[src/rtl/pixel_block_scheduler.sv]
// pixel_block_scheduler: walks a frame in 8x8 block order, issuing pixel reads and tagging returned pixels.
module pixel_block_scheduler #(
  parameter int ADDR_W   = 20,
  parameter int DIM_W    = 32,
  parameter int BLK_LOG2 = 3
) (
  input  logic                    clk,
  input  logic                    rst_n,
  input  logic                    start,
  input  logic                    abort,
  input  logic [DIM_W-1:0]        size_x,
  input  logic [DIM_W-1:0]        size_y,
  input  logic                    dn_ready,
  output logic                    rd_en,
  output logic [ADDR_W-1:0]       rd_addr,
  output logic                    pix_valid,
  output logic [2*BLK_LOG2-1:0]   pix_idx,
  output logic [DIM_W-1:0]        blk_x,
  output logic [DIM_W-1:0]        blk_y,
  output logic                    blk_last,
  output logic                    busy,
  output logic                    frame_done,
  output logic                    size_err
);
  typedef enum logic [1:0] {IDLE, RUN, DRAIN, DONE} state_t;
  localparam logic [BLK_LOG2-1:0] M = '1;
  localparam logic [2*DIM_W-1:0] MAX_AREA = (2*DIM_W)'(1) << ADDR_W;
  state_t state;
  logic [DIM_W-1:0] sx, sy, bx, by;
  logic [BLK_LOG2-1:0] r, c;
  logic [ADDR_W-1:0] addr, addr_nxt;
  logic [2*DIM_W-1:0] area;
  logic legal, c_end, r_end, bx_end, by_end;
  assign area   = {{DIM_W{1'b0}}, size_x} * {{DIM_W{1'b0}}, size_y};
  assign legal  = size_x != '0 && size_y != '0 && size_x[BLK_LOG2-1:0] == '0 &&
                  size_y[BLK_LOG2-1:0] == '0 && area <= MAX_AREA;
  assign c_end  = c == M;
  assign r_end  = r == M;
  assign bx_end = bx == (sx >> BLK_LOG2) - DIM_W'(1);
  assign by_end = by == (sy >> BLK_LOG2) - DIM_W'(1);
  assign rd_en  = state == RUN && dn_ready;
  assign rd_addr = addr;
  assign busy   = state != IDLE;
  // Next row in block: +sx-7; next block in row: back up 7 rows, +1; next block row is contiguous.
  always_comb begin
    addr_nxt = !c_end ? addr + ADDR_W'(1)
             : !r_end ? addr + ADDR_W'(sx) - ADDR_W'(M)
             : !bx_end ? addr + ADDR_W'(1) - ADDR_W'(M) * ADDR_W'(sx)
             : addr + ADDR_W'(1);
  end
  always_ff @(posedge clk or negedge rst_n) begin
    if (!rst_n) begin
      state      <= IDLE;
      sx         <= '0;
      sy         <= '0;
      bx         <= '0;
      by         <= '0;
      r          <= '0;
      c          <= '0;
      addr       <= '0;
      pix_valid  <= 1'b0;
      pix_idx    <= '0;
      blk_x      <= '0;
      blk_y      <= '0;
      blk_last   <= 1'b0;
      frame_done <= 1'b0;
      size_err   <= 1'b0;
    end else begin
      pix_valid  <= rd_en;
      blk_last   <= rd_en && c_end && r_end;
      frame_done <= 1'b0;
      if (rd_en) begin
        pix_idx <= {r, c};
        blk_x   <= bx;
        blk_y   <= by;
      end
      if (abort) state <= IDLE;
      else case (state)
        IDLE: if (start) begin
          size_err <= !legal;
          if (legal) begin
            sx    <= size_x;
            sy    <= size_y;
            bx    <= '0;
            by    <= '0;
            r     <= '0;
            c     <= '0;
            addr  <= '0;
            state <= RUN;
          end
        end
        RUN: if (rd_en) begin
          addr <= addr_nxt;
          c    <= c + 1'b1;
          if (c_end) begin
            r <= r + 1'b1;
            if (r_end) begin
              bx <= bx_end ? '0 : bx + DIM_W'(1);
              if (bx_end) begin
                by <= by + DIM_W'(1);
                if (by_end) state <= DRAIN;
              end
            end
          end
        end
        DRAIN: begin
          state      <= DONE;
          frame_done <= 1'b1;
        end
        default: state <= IDLE;
      endcase
    end
  end
endmodule

[config.mk]
export PLATFORM = sky130hd
export DESIGN_NAME = pixel_block_scheduler
export DESIGN_NICKNAME = d
export VERILOG_FILES = /design/src/rtl/pixel_block_scheduler.sv
export SDC_FILE = /design/constraint.sdc
export NUM_CORES = 2
export LEC_CHECK = 0
export CAP_MARGIN = 0
export CORE_ASPECT_RATIO = 0.75
export CORE_MARGIN = 3
export CORE_UTILIZATION = 43
export DETAILED_ROUTE_END_ITERATION = 7
export PLACE_DENSITY_LB_ADDON = 0.15
export SLEW_MARGIN = 10
export SYNTH_ARGS = -nofsm -noshare
export SYNTH_HDL_FRONTEND = slang
export SYNTH_SLANG_ARGS = --single-unit
[constraint.sdc]
create_clock -name clk -period 4.45 [get_ports clk]
set_input_delay 0.89 -clock clk [delete_from_list [all_inputs] [get_ports clk]]
set_output_delay 0.89 -clock clk [all_outputs]
set_load 0.005 [all_outputs]
**Yosys cells after proc, flatten, opt, wreduce, memory -nomap -nowiden**

Cells that the tools add are included.

- $add $sub $neg: 10
- Multiply operators: 2
- Magnitude comparators: 1
- Equal/unequal tests: 19
- Multiplexer cells: 37
- Bitwise logic cells: 1
- Reductions and logical operators: 22

Operators with widths:

| operator | number |
|---|---|
| $mux 32 | 10 |
| $pmux 32 s2 | 2 |
| $mux 20 | 6 |
| $add 32x1->32 const B | 2 |
| $eq 32x32->1 | 2 |
| $le 64x21->1 const B | 1 |
| $mul 32x32->64 | 1 |
| $reduce_bool 32->1 | 2 |
| $sub 29x1->30 const B | 2 |
| $pmux 20 s2 | 1 |
| $ne 3x3->1 const B | 7 |
| $add 20x1->20 const B | 1 |
| $add 20x20->20 | 1 |
| $mul 3x20->20 const A | 1 |
| $sub 20x20->20 | 1 |
| $sub 20x3->20 const B | 1 |
| $mux 2 | 8 |
| $mux 3 | 5 |
| $reduce_and 7->1 | 2 |
| $ne 2x2->1 const B | 6 |
| $pmux 3 s2 | 2 |
| $reduce_and 8->1 | 1 |
| $logic_and 1x1->1 | 7 |
| $add 3x1->3 const B | 2 |
| other kinds (14) | 18 |

- Bits in registers: 230
- Output and inout bits: 96
- Logic and storage cells: 107

**Longest topological paths before layout**

- Word-level depth: 9
- Gate-level depth with buffers: 37
- Depth with buffers taken out: 32

**Worst setup path after synthesis**

No wires, ideal clock.

- Kind: input to register
- Start point: input port size_y[23]
- End point: register by[22]
- Library setup time: 0.078 ns
- Arrival: 9.523 ns
- Slack: -5.151 ns
- Cell stages on the path: 30
- Path buffers: 5
- Cells stage by stage: clkbuf_1 -> clkbuf_1 -> nand2_1 -> fa_1 -> inv_1 -> fa_1 -> fa_1 -> fa_1 -> fa_1 -> fa_1 -> fa_1 -> inv_1 -> fa_1 -> inv_1 -> ha_1 -> clkbuf_1 -> and3_1 -> nand3_1 -> a2111oi_2 -> or2_1 -> buf_4 -> a311oi_1 -> or4_1 -> nor4_2 -> nand4_2 -> o41ai_4 -> nand3_2 -> buf_6 -> or4_1 -> a21oi_1

- Longest elaborated chain between the ends: 7
- Elaborated cells on any way between the ends: 9
- Those cells by class: mul: 1; order compare: 1; eq/ne: 1; reduce/logical: 6

RTL lines:

| item | line | RTL |
|---|---|---|
| from (decl) | 12 | `input logic [DIM_W-1:0] size_y,` |
| parallel branches: the longest is 4 deep, another holds $mul 32x32->64 | -- |  |
| $logic_and 1x1->1 * | 36 | `size_y[BLK_LOG2-1:0] == '0 && area <= MAX_AREA;` |
| $ne 2x2->1 (no source line) * | -- |  |
| $reduce_and 8->1 (no source line) * | -- |  |
| to (signal assigned) | 100 | `by <= by + DIM_W'(1);` |
| to (decl) | 29 | `logic [DIM_W-1:0] sx, sy, bx, by;` |

Every way passes the cells marked *.
A chain may end at the register's enable or synchronous reset.

**Worst setup path after layout**

- Start point: input port size_x[28]
- End point: register by[26]

- Longest elaborated chain between the ends: 7
- Elaborated cells on any way between the ends: 9
- Those cells by class: mul: 1; order compare: 1; eq/ne: 1; reduce/logical: 6

RTL lines:

| item | line | RTL |
|---|---|---|
| from (decl) | 11 | `input logic [DIM_W-1:0] size_x,` |
| parallel branches: the longest is 4 deep, another holds $mul 32x32->64 | -- |  |
| $logic_and 1x1->1 * | 36 |  |
| $ne 2x2->1 (no source line) * | -- |  |
| $reduce_and 8->1 (no source line) * | -- |  |

Marked as above.

==> metrics.md <==
| Metric | Value |
|---|---|
| Number of synthesized flops with an enable pin | 0 |
| Grt total ovfl | 0 |
| Count of antenna-violating nets left after detailed routing | 0 |
| Clk root buf | sky130_fd_sc_hd__clkbuf_16 |
| Total Die Area | 0.120 mm2 |
| Max incr delay on CP | 590 ps |
| Max_slew headroom | 22.9% |
| Minimum setup slack in the final design | -4910 ps |
| Wire length after detailed routing | 181 mm |
| Pin slew with the least headroom to its limit | 1150 ps |
| Final weighted congestion in routability-driven placement | 0.933 |
| Launching instance or port of the critical path | size_x[28] |
| Routed wl met3 | 19.0 mm |
| Die outline height | 301 um |
| Boundary pin count | 165 |
| Maximum fanout encountered on the critical timing path | 14 |
| Synth Net Count | 6990 |
| Wirelength per Cell | 22.6 um |
| Tightest hold margin | 268 ps |
| Setup-failing EPs final | 154 |
| Clock Latency Late Sink | 550 ps |
| Async SR Flop Fraction | 100% |
| Number of global-route vias before repair | 44500 |
| Area contributors post-synth | sky130_fd_sc_hd__fa_1 37%, sky130_fd_sc_hd__dfrtp_1 11%, sky130_fd_sc_hd__ha_1 8.7% |
| Largest area contributor in the synthesized netlist | sky130_fd_sc_hd__fa_1 |
| Start-to-end type of the worst setup path | input port to register |
| Post-route DRC violation count | 0 |
| Initial DRC Count | 3490 |
| Fraction of layout cells with a size suffix above 1 | 25.6% |
| Clock sink total | 227 |
| Cell count after synthesis | 5642 |
| End of the worst register-to-register path | rd_addr[19] |
| Outcome | complete, but fails checks |
| Core Rows | 107 |
| M1 WL | 81.2 mm |
| Total count of hold-check failures in the final report | 0 |
| Critical path endpoint category | register |
| Final Max Slew Viols | 0 |
| Antenna violations before repair | 4 |
| Maximum number of pins on one net before global-route repair | 80 |
| Post-Place Setup Slack | -5950 ps |
| HPWL Detailed | 135 mm |
| Worst r2r src | rd_addr[3] |
| Worst Reg-to-Reg Cells | 21 |
| Capturing element of the worst setup path | by[26] |
| Ys Warns | 0 |
| Post-synthesis sequential area ratio | 11.4% |
| Met2 wire length | 75.3 mm |
| Worst-path clk slew | 80 ps |
| Total number of nets in the final design | 7807 |
| Register bit count reported by yosys | 227 |
| Number of CTS-inserted buffers | 20 |
| Buffers on Ports | 164 |
| Initial core utilization | 43.6% |
| Maximum clock frequency | 107 MHz |
| Detailed-routing iteration count for the pre-antenna-repair pass | 5 |
| Worst Path Arrival | 9780 ps |
| Via-per-instance ratio | 5.40 |
| Synth top area share | 37.4% |
| CTS tree | built |
| Layout area overhead | 31.7% |
| Count of maximum capacitance violations | 0 |
| Htree depth | 1 |
| Top FF cell, synth | sky130_fd_sc_hd__dfrtp_1 |
| Worst hold-check path type | input port to async pin |
| Avg Inst Size Synth | 8.83 um2 |
| Critical path startpoint category | input port |
| Total routing resource utilization after global routing | 30.3% |
| Highest Signal Layer | met5 |
| Violations in the final reports | negative setup slack |
| Total vias in the final route | 43200 |
| Worst-case clock buffer depth | 3 |
| Worst reg2reg setup slack | -260 ps |
| Setup repair after global routing missed its margin | yes |
| Wire length of the first global-routing pass | 277 mm |
| Final period util | 210% |
| Mapped cell area | 0.0498 mm2 |
| Horizontal die dimension | 399 um |
| Cell at the slowest stage of the critical path | sky130_fd_sc_hd__fa_1 |
| Std-Cell Core Area | 0.114 mm2 |
| Number of buffers inserted by hold repair at cts | 0 |
| Clock period minus worst slack | 9360 ps |
| Worst endpoint required time | 4870 ps |
| Yosys cell types | 95 |
| Clock tree skew after final layout | 15.8 ps |
-- placed cells by master (no fill, tap or decap), types with 61 or more instances in the layout --
cell and instances:
sky130_fd_sc_hd__a21oi_1 110, sky130_fd_sc_hd__and2_1 332, sky130_fd_sc_hd__xor2_1 65, sky130_fd_sc_hd__buf_4 690, sky130_fd_sc_hd__xnor2_1 121, sky130_fd_sc_hd__nand3_1 69
sky130_fd_sc_hd__nand2_1 802, sky130_fd_sc_hd__fa_1 846, sky130_fd_sc_hd__nor2_1 167, sky130_fd_sc_hd__ha_1 306, sky130_fd_sc_hd__fa_2 85, sky130_fd_sc_hd__dfrtp_1 227
sky130_fd_sc_hd__nand4_1 61, sky130_fd_sc_hd__buf_12 124, sky130_fd_sc_hd__clkdlybuf4s50_1 102, sky130_fd_sc_hd__o21ai_0 98, sky130_fd_sc_hd__inv_1 1003, sky130_fd_sc_hd__mux2_2 61
sky130_fd_sc_hd__buf_6 86
-- how the worst min path moves through the flow --
| stage | start | endpoint | slack, ps | cells after the start |
|---|---|---|---|---|
| after floorplan | c[1] | c[1] | 460 | 2 |
| after global placement | blk_y[19] | blk_y[19] | 470 | 2 |
| after detailed placement | blk_y[19] | blk_y[19] | 470 | 2 |
| after CTS | rst_n | r[0] | 290 | 1 |
| after global routing | rst_n | r[0] | 300 | 1 |
| final | rst_n | r[0] | 270 | 1 |
-- what timing repair did --
item	CTS	global route
gates cloned	53	9
gates resized for setup	705	326
setup endpoints to repair	154	154
pin swaps	205	164
setup buffers	125	44
-- worst max-delay path, delay by kind of cell --
| kind | cells | cell delay [ps] |
|---|---|---|
| AO/OA/AOI/OAI | 9 | 2420 |
| adder cells (fa/ha/maj) | 9 | 4460 |
| buffers and inverters | 7 | 1010 |
| AND/OR/NAND/NOR | 5 | 950 |
-- logic make-up after synthesis --
group	synth area share, %
AOI/OAI and AO/OA	8.04
xor gates and xnor gates	3.39
adders and majority gates	46.1
buffers and inverters	10.4
DFF	11.4
muxes	2.50
and+or+nand+nor	18.1
-- registers in the layout (all words and copies together) (netlist names), 3 cells and up --
register and flops:
sx 32, bx 32, blk_y 32, c 3, sy 29, blk_x 32, r 3, by 32
pix_idx 6, rd_addr 20
-- layout make-up --
cell class | count | area, um2
diodes | 3 | 7.51
fillers | 10200 | 48700
clock buffers | 24 | 536
repair buffers | 1109 | 11800
flip-flops and latches | 227 | 5680
inverters | 1046 | 3930
multi-input cells | 4055 | 41700
clock inverters | 11 | 128
well taps | 1526 | 1910
-- synth_stat cells (all sizes together) (13+ instances only) --
cell / instances
a211oi: 28
a21o: 27
a21oi: 163
a31oi: 22
and2: 382
and3: 31
buf: 44
clkbuf: 270
dfrtp: 227
fa: 931
ha: 348
inv: 1045
mux2: 101
nand2: 843
nand2b: 25
nand3: 76
nand4: 64
nor2: 189
nor2b: 22
nor3: 76
nor4: 43
o2111ai: 13
o211ai: 19
o21a: 22
o21ai: 162
o21bai: 18
o22ai: 13
o31ai: 15
or3: 36
or4: 19
xnor2: 126
xor2: 67
-- routing by layer --
layer	track usage (%)	up-vias
met1	45.9	22000
li1	-	19300
met3	7.37	224
met2	43.9	1693
met4	5.93	4
met5	0	-
-- through the flow --
stage	setup TNS [ps]	area [um2]	util [%]	cells
2_1_floorplan	-656230	50700	-	5642
4_1_cts	-703000	64200	56.2	7953
3_5_place_dp	-894470	59100	51.7	7743
5_1_grt	-755980	65600	57.4	7998
6_report	-724790	65700	57.4	8001
3_3_place_gp	-884910	59100	51.7	7743
Power is left out: the tool's default activity adds up to more than one toggle a clock period on the data nets, which glitch-free logic cannot reach.
